`src/rtl/eaglesong_circulant_pkg.sv`:
```
// eaglesong_pkg: shared sizes, state/FSM types and rotate helper for the circulant step
package eaglesong_pkg;
    localparam int NUM_WORDS = 16;
    localparam int WORD_W = 32;
    localparam int COEFFS_PER_WORD = 3;
    localparam int NUM_COEFFS = 48;
    localparam int COEF_W = 5;
    localparam int IDX_W = 6;

    typedef logic [NUM_WORDS*WORD_W-1:0] state_t;

    typedef enum logic [1:0] {IDLE, RUN, DONE} fsm_t;

    // Rotate left: the upper half of the doubled word shifted by c is the rotated word
    function automatic logic [WORD_W-1:0] rotl(input logic [WORD_W-1:0] w, input logic [COEF_W-1:0] c);
        logic [2*WORD_W-1:0] d;
        d = {w, w} << c;
        return d[2*WORD_W-1:WORD_W];
    endfunction
endpackage

```
`src/rtl/eaglesong_circulant_if.sv`:
```
// eaglesong_circulant_if: input/output valid-ready streams of the circulant stage
interface eaglesong_circulant_if;
    import eaglesong_pkg::*;
    logic in_valid;
    logic in_ready;
    state_t state_in;
    logic out_valid;
    logic out_ready;
    state_t state_out;

    modport master (
        output in_valid, state_in, out_ready,
        input in_ready, out_valid, state_out
    );

    modport slave (
        input in_valid, state_in, out_ready,
        output in_ready, out_valid, state_out
    );
endinterface

```
`src/rtl/eaglesong_circulant_coefficients.sv`:
```
// eaglesong_coefficients: combinational ROM of the 48 Eaglesong circulant rotation amounts
module eaglesong_coefficients import eaglesong_pkg::*; (
    input logic [IDX_W-1:0] index_to_request,
    output logic [COEF_W-1:0] requested_coefficient
);
    localparam logic [COEF_W-1:0] ROM [NUM_COEFFS] = '{
        5'd0, 5'd2, 5'd4, 5'd0, 5'd13, 5'd22, 5'd0, 5'd4, 5'd19, 5'd0, 5'd3, 5'd14,
        5'd0, 5'd27, 5'd31, 5'd0, 5'd3, 5'd8, 5'd0, 5'd17, 5'd26, 5'd0, 5'd3, 5'd12,
        5'd0, 5'd18, 5'd22, 5'd0, 5'd12, 5'd18, 5'd0, 5'd4, 5'd7, 5'd0, 5'd4, 5'd31,
        5'd0, 5'd12, 5'd27, 5'd0, 5'd7, 5'd17, 5'd0, 5'd7, 5'd8, 5'd0, 5'd1, 5'd13
    };

    assign requested_coefficient = index_to_request < IDX_W'(NUM_COEFFS) ? ROM[index_to_request] : '0;
endmodule

```
`src/rtl/eaglesong_circulant.sv`:
```
// eaglesong_circulant: walks the 48 ROM coefficients, one per cycle, XOR-ing three rotations per word
module eaglesong_circulant #(
    parameter int NUM_WORDS = 16,
    parameter int WORD_W = 32,
    parameter int DEBUG = 0
) (
    input logic clk,
    input logic reset,
    eaglesong_circulant_if.slave bus,
    output logic busy,
    output logic [eaglesong_pkg::IDX_W-1:0] coef_index
);
    import eaglesong_pkg::*;

    fsm_t state;
    state_t buffer;
    logic [(NUM_WORDS-1)*WORD_W-1:0] result;
    logic [WORD_W-1:0] acc, word, rot, mixed;
    logic [COEF_W-1:0] c;
    logic [3:0] word_idx;
    logic [1:0] slot;
    logic last;

    eaglesong_coefficients rom (
        .index_to_request(coef_index),
        .requested_coefficient(c)
    );

    // word_idx/slot track coef_index/3 and coef_index%3 so no divider is needed
    assign word = buffer[word_idx*WORD_W +: WORD_W];
    assign rot = rotl(word, c);
    assign mixed = acc ^ rot;
    assign last = coef_index == IDX_W'(NUM_COEFFS - 1);

    // Control FSM with registered handshake outputs and the accumulate datapath
    always_ff @(posedge clk) begin
        if (reset) begin
            state <= IDLE;
            bus.in_ready <= 1'b1;
            bus.out_valid <= 1'b0;
            bus.state_out <= '0;
            busy <= 1'b0;
            coef_index <= '0;
            word_idx <= '0;
            slot <= '0;
            buffer <= '0;
            result <= '0;
            acc <= '0;
        end else begin
            case (state)
                IDLE: if (bus.in_valid && bus.in_ready) begin
                    buffer <= bus.state_in;
                    coef_index <= '0;
                    word_idx <= '0;
                    slot <= '0;
                    bus.in_ready <= 1'b0;
                    busy <= 1'b1;
                    state <= RUN;
                end
                RUN: begin
                    coef_index <= last ? '0 : coef_index + 1'b1;
                    slot <= slot == 2'd2 ? 2'd0 : slot + 1'b1;
                    word_idx <= slot == 2'd2 ? word_idx + 1'b1 : word_idx;
                    acc <= slot == 2'd0 ? rot : mixed;
                    if (slot == 2'd2 && !last)
                        result[word_idx*WORD_W +: WORD_W] <= mixed;
                    if (last) begin
                        bus.state_out <= {mixed, result};
                        bus.out_valid <= 1'b1;
                        state <= DONE;
                    end
                end
                DONE: if (bus.out_ready) begin
                    bus.out_valid <= 1'b0;
                    bus.in_ready <= 1'b1;
                    busy <= 1'b0;
                    state <= IDLE;
                end
                default: state <= IDLE;
            endcase
        end
    end

    // Debug builds additionally check that no index beyond the ROM is ever issued
    if (DEBUG != 0) begin : g_check
        assert property (@(posedge clk) disable iff (reset) state == RUN |-> coef_index < IDX_W'(NUM_COEFFS));
    end
endmodule

```
`src/flat_wrapper.sv`:
```
// flat-port wrapper written by rule: the top's interface ports become plain ports
module eaglesong_circulant_flat import eaglesong_pkg::*;
#(
    parameter int NUM_WORDS = 16,
    parameter int WORD_W = 32,
    parameter int DEBUG = 0
)
  (clk, reset, busy, coef_index, bus_in_valid, bus_state_in, bus_out_ready, bus_in_ready, bus_out_valid, bus_state_out);
  eaglesong_circulant_if bus_i ();
  input logic clk;
  input logic reset;
  output logic busy;
  output logic [eaglesong_pkg::IDX_W-1:0] coef_index;
  input wire logic [$bits(bus_i.in_valid)-1:0] bus_in_valid;
  input wire logic [$bits(bus_i.state_in)-1:0] bus_state_in;
  input wire logic [$bits(bus_i.out_ready)-1:0] bus_out_ready;
  output wire logic [$bits(bus_i.in_ready)-1:0] bus_in_ready;
  output wire logic [$bits(bus_i.out_valid)-1:0] bus_out_valid;
  output wire logic [$bits(bus_i.state_out)-1:0] bus_state_out;
  assign bus_i.in_valid = bus_in_valid;
  assign bus_i.state_in = bus_state_in;
  assign bus_i.out_ready = bus_out_ready;
  assign bus_in_ready = bus_i.in_ready;
  assign bus_out_valid = bus_i.out_valid;
  assign bus_state_out = bus_i.state_out;
  eaglesong_circulant #(.NUM_WORDS(NUM_WORDS), .WORD_W(WORD_W), .DEBUG(DEBUG)) u_core (.clk(clk), .reset(reset), .bus(bus_i), .busy(busy), .coef_index(coef_index));
endmodule
```
`config.mk`:
```
export PLATFORM = sky130hd
export DESIGN_NAME = eaglesong_circulant_flat
export DESIGN_NICKNAME = d
export VERILOG_FILES = /design/src/rtl/eaglesong_circulant_pkg.sv /design/src/rtl/eaglesong_circulant_if.sv /design/src/rtl/eaglesong_circulant_coefficients.sv /design/src/rtl/eaglesong_circulant.sv /design/src/flat_wrapper.sv
export SDC_FILE = /design/constraint.sdc
export NUM_CORES = 2
export LEC_CHECK = 0
export ABC_AREA = 1
export BUFFER_PORTS_ARGS = -buffer_cell sky130_fd_sc_hd__buf_2
export CAP_MARGIN = 20
export CELL_PAD_IN_SITES_DETAIL_PLACEMENT = 0
export CELL_PAD_IN_SITES_GLOBAL_PLACEMENT = 1
export CORE_AREA = 3 3 407 409
export DETAILED_ROUTE_END_ITERATION = 6
export DIE_AREA = 0 0 410 412
export PLACE_DENSITY = 0.73
export SLEW_MARGIN = 20
export SYNTH_ARGS = -nofsm -noshare
export SYNTH_HDL_FRONTEND = slang
export SYNTH_SLANG_ARGS = --single-unit
```
`constraint.sdc`:
```
create_clock -name clk -period 8.95 [get_ports clk]
set_input_delay 1.3425 -clock clk [delete_from_list [all_inputs] [get_ports clk]]
set_output_delay 1.3425 -clock clk [all_outputs]
set_load 0.03 [all_outputs]
```
# Word level (Yosys, flattened, before mapping)
# Memories as Yosys holds them, arrays and structs flattened.
# Cells that the tools add are included.
# totals
mem_bits_ro,320
memories,1
ff_bits,1553
wordCells,74
# op_classes
n_eq_ne,8
n_addsub,4
bitwise_logic,2
shifts,4
magnitude_cmp,2
mux,26
reduce_logical,16
# memory_table
name,depth,word_bits,read_ports,rd_ports_with_merged_regs,write_ports,line,rtl
(no name shown),64,5,1,0,0,eaglesong_circulant_coefficients.sv:13,assign requested_coefficient = index_to_request < IDX_W'(NUM_COEFFS) ? ROM[index_to_request] : '0;
# op_table
op,count
$shiftx 512x10->32,1
$bwmux 480,1
$shift 32x34->480 const A,1
$shiftx 32x34->480,1
$shl 64x5->64,1
$neg 9->34,1
$mux 32,1
$xor 32x32->32,1
$mux 5,3
$mux 6,2
$pmux 6 s2,1
$reduce_and 3->1,4
$mux 2,5
$mux 4,2
$pmux 4 s2,1
$reduce_and 2->1,4
$ge 7x7->1 const B,1
$not 6->7,1
$add 6x1->6 const B,1
$eq 6x6->1 const B,1
$lt 6x6->1 const B,1
$ne 2x1->1 const B,3
$pmux 1 s2,3
$pmux 2 s3,1
11 further kinds,20

# Logic depth before layout (Yosys ltp)
# logic_depth
ltp_word,9
mapped_depth,26
depth_no_buf,24

# Modules after synthesis
# A second synthesis with hierarchy kept.
# hier_totals
hier_cells,8496
hier_area_um2,62992.9
# by_module_without_submodules
mod,cells_per_inst,seq_area_each_um2,n_inst,area_per_inst_um2
eaglesong_circulant,8389,31089.8,1,62464.9
eaglesong_coefficients,107,0.0,1,528.0

# Worst setup path after synthesis
# Ideal clock, no wire load.
# synth_timing
kind,register -> register
startpoint,register u_core.word_idx[0]
endpoint,register u_core.result[418]
stages_incl_launch_ff,17
arrival_time_ns,3.055
path_buffers,6
setup_slack_ns,5.766
synth_period_minus_slack_ns,3.184
path_cell_list,dfxtp_1 buf_4 clkinv_2 buf_4 buf_2 clkbuf_1 clkbuf_1 ha_1 nand3_1 inv_1 nor3_2 nand2_1 nor2_1 inv_1 nor3_1 clkbuf_1 a21oi_1
# synth_between
elab_chain_len,5
# synth_rtl
element,line,rtl
start: declaration,eaglesong_circulant.sv:20,logic [3:0] word_idx;
start signal: assignment,eaglesong_circulant.sv:63,word_idx <= slot == 2'd2 ? word_idx + 1'b1 : word_idx;
$shiftx 512x10->32,eaglesong_circulant.sv:30,assign word = buffer[word_idx*WORD_W +: WORD_W];
$shl 64x5->64,eaglesong_circulant_pkg.sv:17,"d = {w, w} << c;"
$xor 32x32->32,eaglesong_circulant.sv:32,assign mixed = acc ^ rot;
$shiftx 32x34->480,eaglesong_circulant.sv:66,result[word_idx*WORD_W +: WORD_W] <= mixed;
$bwmux 480 *,eaglesong_circulant.sv:66,
end signal: indexed assignment,eaglesong_circulant.sv:66,
end: declaration,eaglesong_circulant.sv:17,logic [(NUM_WORDS-1)*WORD_W-1:0] result;
# Every way passes the cells marked *; elsewhere a longest branch is shown, timed or not.
# A chain may end at the register's enable or synchronous reset.

# Worst setup path in the final report
# layout_timing
startpoint,register u_core.word_idx[0]
endpoint,register u_core.result[202]
# The elaborated chain is that of the path after synthesis.

==> flow_summary.ini <==
[layout]
mostFrequentLayoutCells = nand2_1, dfxtp_1, nor2_1
nets = 9713
stdcell_area_um2 = 73670
fill_cells = 17010
drive_above_1_share = 0.1571
areaGrowthSynthToFinish_pct = 19.08
layout_commonest_cell = nand2_1
layout.area.seq_um2 = 31100
multiInputGateArea_um2 = 27760

[worst_setup_path]
critPathMaxStageDelay_ns = 0.83
endpoint_kind = register
cp.arrival_ns = 6.03
slowest_stage = buf_4
crit_chain = inv_12 -> buf_4 -> nand2_1 -> nand3_1 -> nand2_1 -> nand2_1 -> nand3_1 -> nand2_1 -> nand2_1 -> nand3_1 -> nand3_1 -> nand3_1 -> nand3_1 -> nand3_1 -> nand2_1 -> nor2_2 -> nand4_1 -> a21oi_1
required_ns = 9.69
crit_path_frequent_cell = nand3_1
critPathKind = register to register
crit_fanout = 144
worstSetupStartpointType = register

[clock_network]
clock_latency_ns = 0.82
cts.root.buffer_cell = clkbuf_16
numCtsBuffers = 168
clockBufferDepth = 3
path_clk_slew_ns = 0.07
post_cts_buffers = 0
htreeDepth = 4
cts_resized = 0
cts_tree = yes
cts_sinks = 1553
cts_hold_buf = 0

[power_and_ir_drop]
seqPwrFrac = 0.427
cellPowerDensity_nw_per_um2 = 235.6
swShare = 0.3123
p_sw_mw = 5.421
vdd_drop_max_uv = 206.4
p_int_mw = 11.94
p_comb_frac = 0.163
leakage_nw = 30.61
power.total_mw = 17.36
power_frac_clock = 0.410

[global_routing]
grt_max_degree = 217
grt_pass1_vias = 57870
grt_overflow_total = 0
grt_pass1_wl_um = 391300
grtUsageTotal = 0.3103
antenna_found_initial = 24

[yosys]
synthTopCellsByArea = dfxtp_1, nand2_1, o21ai_0
ys_ff_latch = 1553
syn-num-nets = 9133
synthesis.area_um2 = 61870
syn_inst = 8607
synth.distinct_cells = 40
synth_seq_area_share = 0.5025
yosysTopAreaCellShare = 0.5025
synth_area_per_cell_um2 = 7.188
yosysTopAreaCell = dfxtp_1
synth_warnings = 0

[sta]
post-route-period-util = 0.5909
layout_setup_ws_ns = 3.661
max_slew_margin = 0.1426
finalMaxSlewViolations = 0
hold_viol_final = 0
min_period_ns = 5.289
rsz0062_at_grt = no
setup_violations = 0
fmax_mhz = 189.1
tns_ns = 0
worstMarginPinSlew_ns = 1.286
finalClockSkew_ns = 0.05590

[worst_hold_path]
hold_path_class = register to register

[route]
firstDrtPassIters = 6
antenna_left = 0
routed_wl_um = 275100
wl_per_cell_um = 23.89
drt_first_iter_violations = 5706
via_per_inst = 5.389
num_vias = 62050
post-route-drc-count = 0

[floorplan]
core-area_um2 = 162400
start_util = 0.3810
rows = 148
die_x_um = 410
die_h_um = 412
ioPinCount = 1037
die-area_um2 = 168900

[placed_design]
port_buffers = 1036
place_congestion = 0.9081
place_area_um2 = 67910
place_ws_ns = 3.637
dp_hpwl_um = 189000

[outcome]
run_status = complete, no violations

[run]
drv_cap = 0
## per-layer routing
metal  global-route usage  routed length (µm)  up-vias  part of all wire
li1                     -                   -    29550                 -
met1               0.3844              111600    29700              0.41
met2               0.5181              130400     2307              0.47
met3              0.04888               16750      484             0.061
met4               0.1660               16350       10             0.059
met5                    0                  54        -           0.00020
## flip-flops by register name (all words and copies together), names as in the netlist, 2 cells and up
signal / cells
u_core.state: 2
u_core.acc: 32
u_core.coef_index: 6
u_core.buffer: 512
u_core.word_idx: 4
u_core.result: 480
u_core.slot: 2
u_core.bus.state_out: 512
## cells by family (layout without fill, tap and decap cells)
family | after synthesis | in the layout | share of synthesized area
AO/OA/AOI/OAI | 2077 | 2077 | 0.1703
XOR/XNOR | 8 | 8 | 0.002225
adder cells (fa/ha/maj) | 10 | 10 | 0.002022
buffers and inverters | 812 | 1532 | 0.05201
flip-flops | 1553 | 1553 | 0.5025
other | 0 | 12 | 0
AND/OR/NAND/NOR | 4147 | 4147 | 0.2709
## through the flow
stage,cells,hold WS (ns),util
finish,11510,0.4393,0.4536
global route,11510,0.4629,0.4536
CTS,11500,0.4446,0.4534
detailed placement,11190,0.4474,0.4182
floorplan,8607,0.4378,-
global placement,11190,0.4416,0.4182
## Yosys cell counts
master,n
xor2_1,1
nor2_2,4
buf_2,70
a211oi_1,3
a21oi_2,1
nor2_1,1119
o21bai_1,30
buf_1,65
nand4_1,124
o32ai_1,2
nand2_1,2258
nand3_1,584
buf_4,13
inv_4,1
a32oi_2,1
a32o_1,1
dfxtp_1,1553
a31oi_1,1
buf_6,4
clkbuf_1,544
clkinv_1,1
ha_1,10
o21ai_1,1
a21oi_4,1
nor3_1,16
inv_2,12
and3_1,9
xor2_4,2
a21oi_1,1011
xor2_2,4
o21ai_0,1019
o32a_1,1
nand2_2,27
nor3_2,5
xnor2_1,1
clkinv_2,1
inv_1,101
o211ai_1,4
nand3b_1,1
o21ai_2,1
## cell type report
cell class	count	area share
tap	2175	0.03694
clock buffer	252	0.06846
timing repair buffer	1106	0.07962
antenna	12	0.0004076
multi-input combinational	6242	0.3767
sequential	1553	0.4222
clock inverter	58	0.009120
inverter	116	0.006556
## power groups by stage
stage          clock (mW)  combinational [mW]  sequential (mW)
6_report             7.11                2.83             7.42
5_1_grt              7.50                3.02             7.44
4_1_cts              7.22                2.81             7.42
3_5_place_dp            0                2.80             7.57
3_3_place_gp            0                2.79             7.57
2_1_floorplan           0                1.53             7.46
## final timing paths
kind / from / to / slack [ns] / depth (start not counted)
worst max register to register: u_core.word_idx[0]$_SDFFE_PP0P_ / u_core.result[202]$_SDFFE_PP0P_ / 3.66 / 18
worst min register to register: u_core.result[184]$_SDFFE_PP0P_ / u_core.bus.state_out[184]$_SDFFE_PP0P_ / 0.44 / 2
worst max-delay path: u_core.word_idx[0]$_SDFFE_PP0P_ / u_core.result[202]$_SDFFE_PP0P_ / 3.66 / 18
worst min-delay path: u_core.result[184]$_SDFFE_PP0P_ / u_core.bus.state_out[184]$_SDFFE_PP0P_ / 0.44 / 2
## worst max-delay path: cells and delay by family, from the launching register on
kind	cells	cell delay [ns]
compound gates	1	0.23
buf+inv	2	1.42
flops	1	0.55
simple gates	15	2.95
Note: power is estimated with default switching activity, not from simulation.
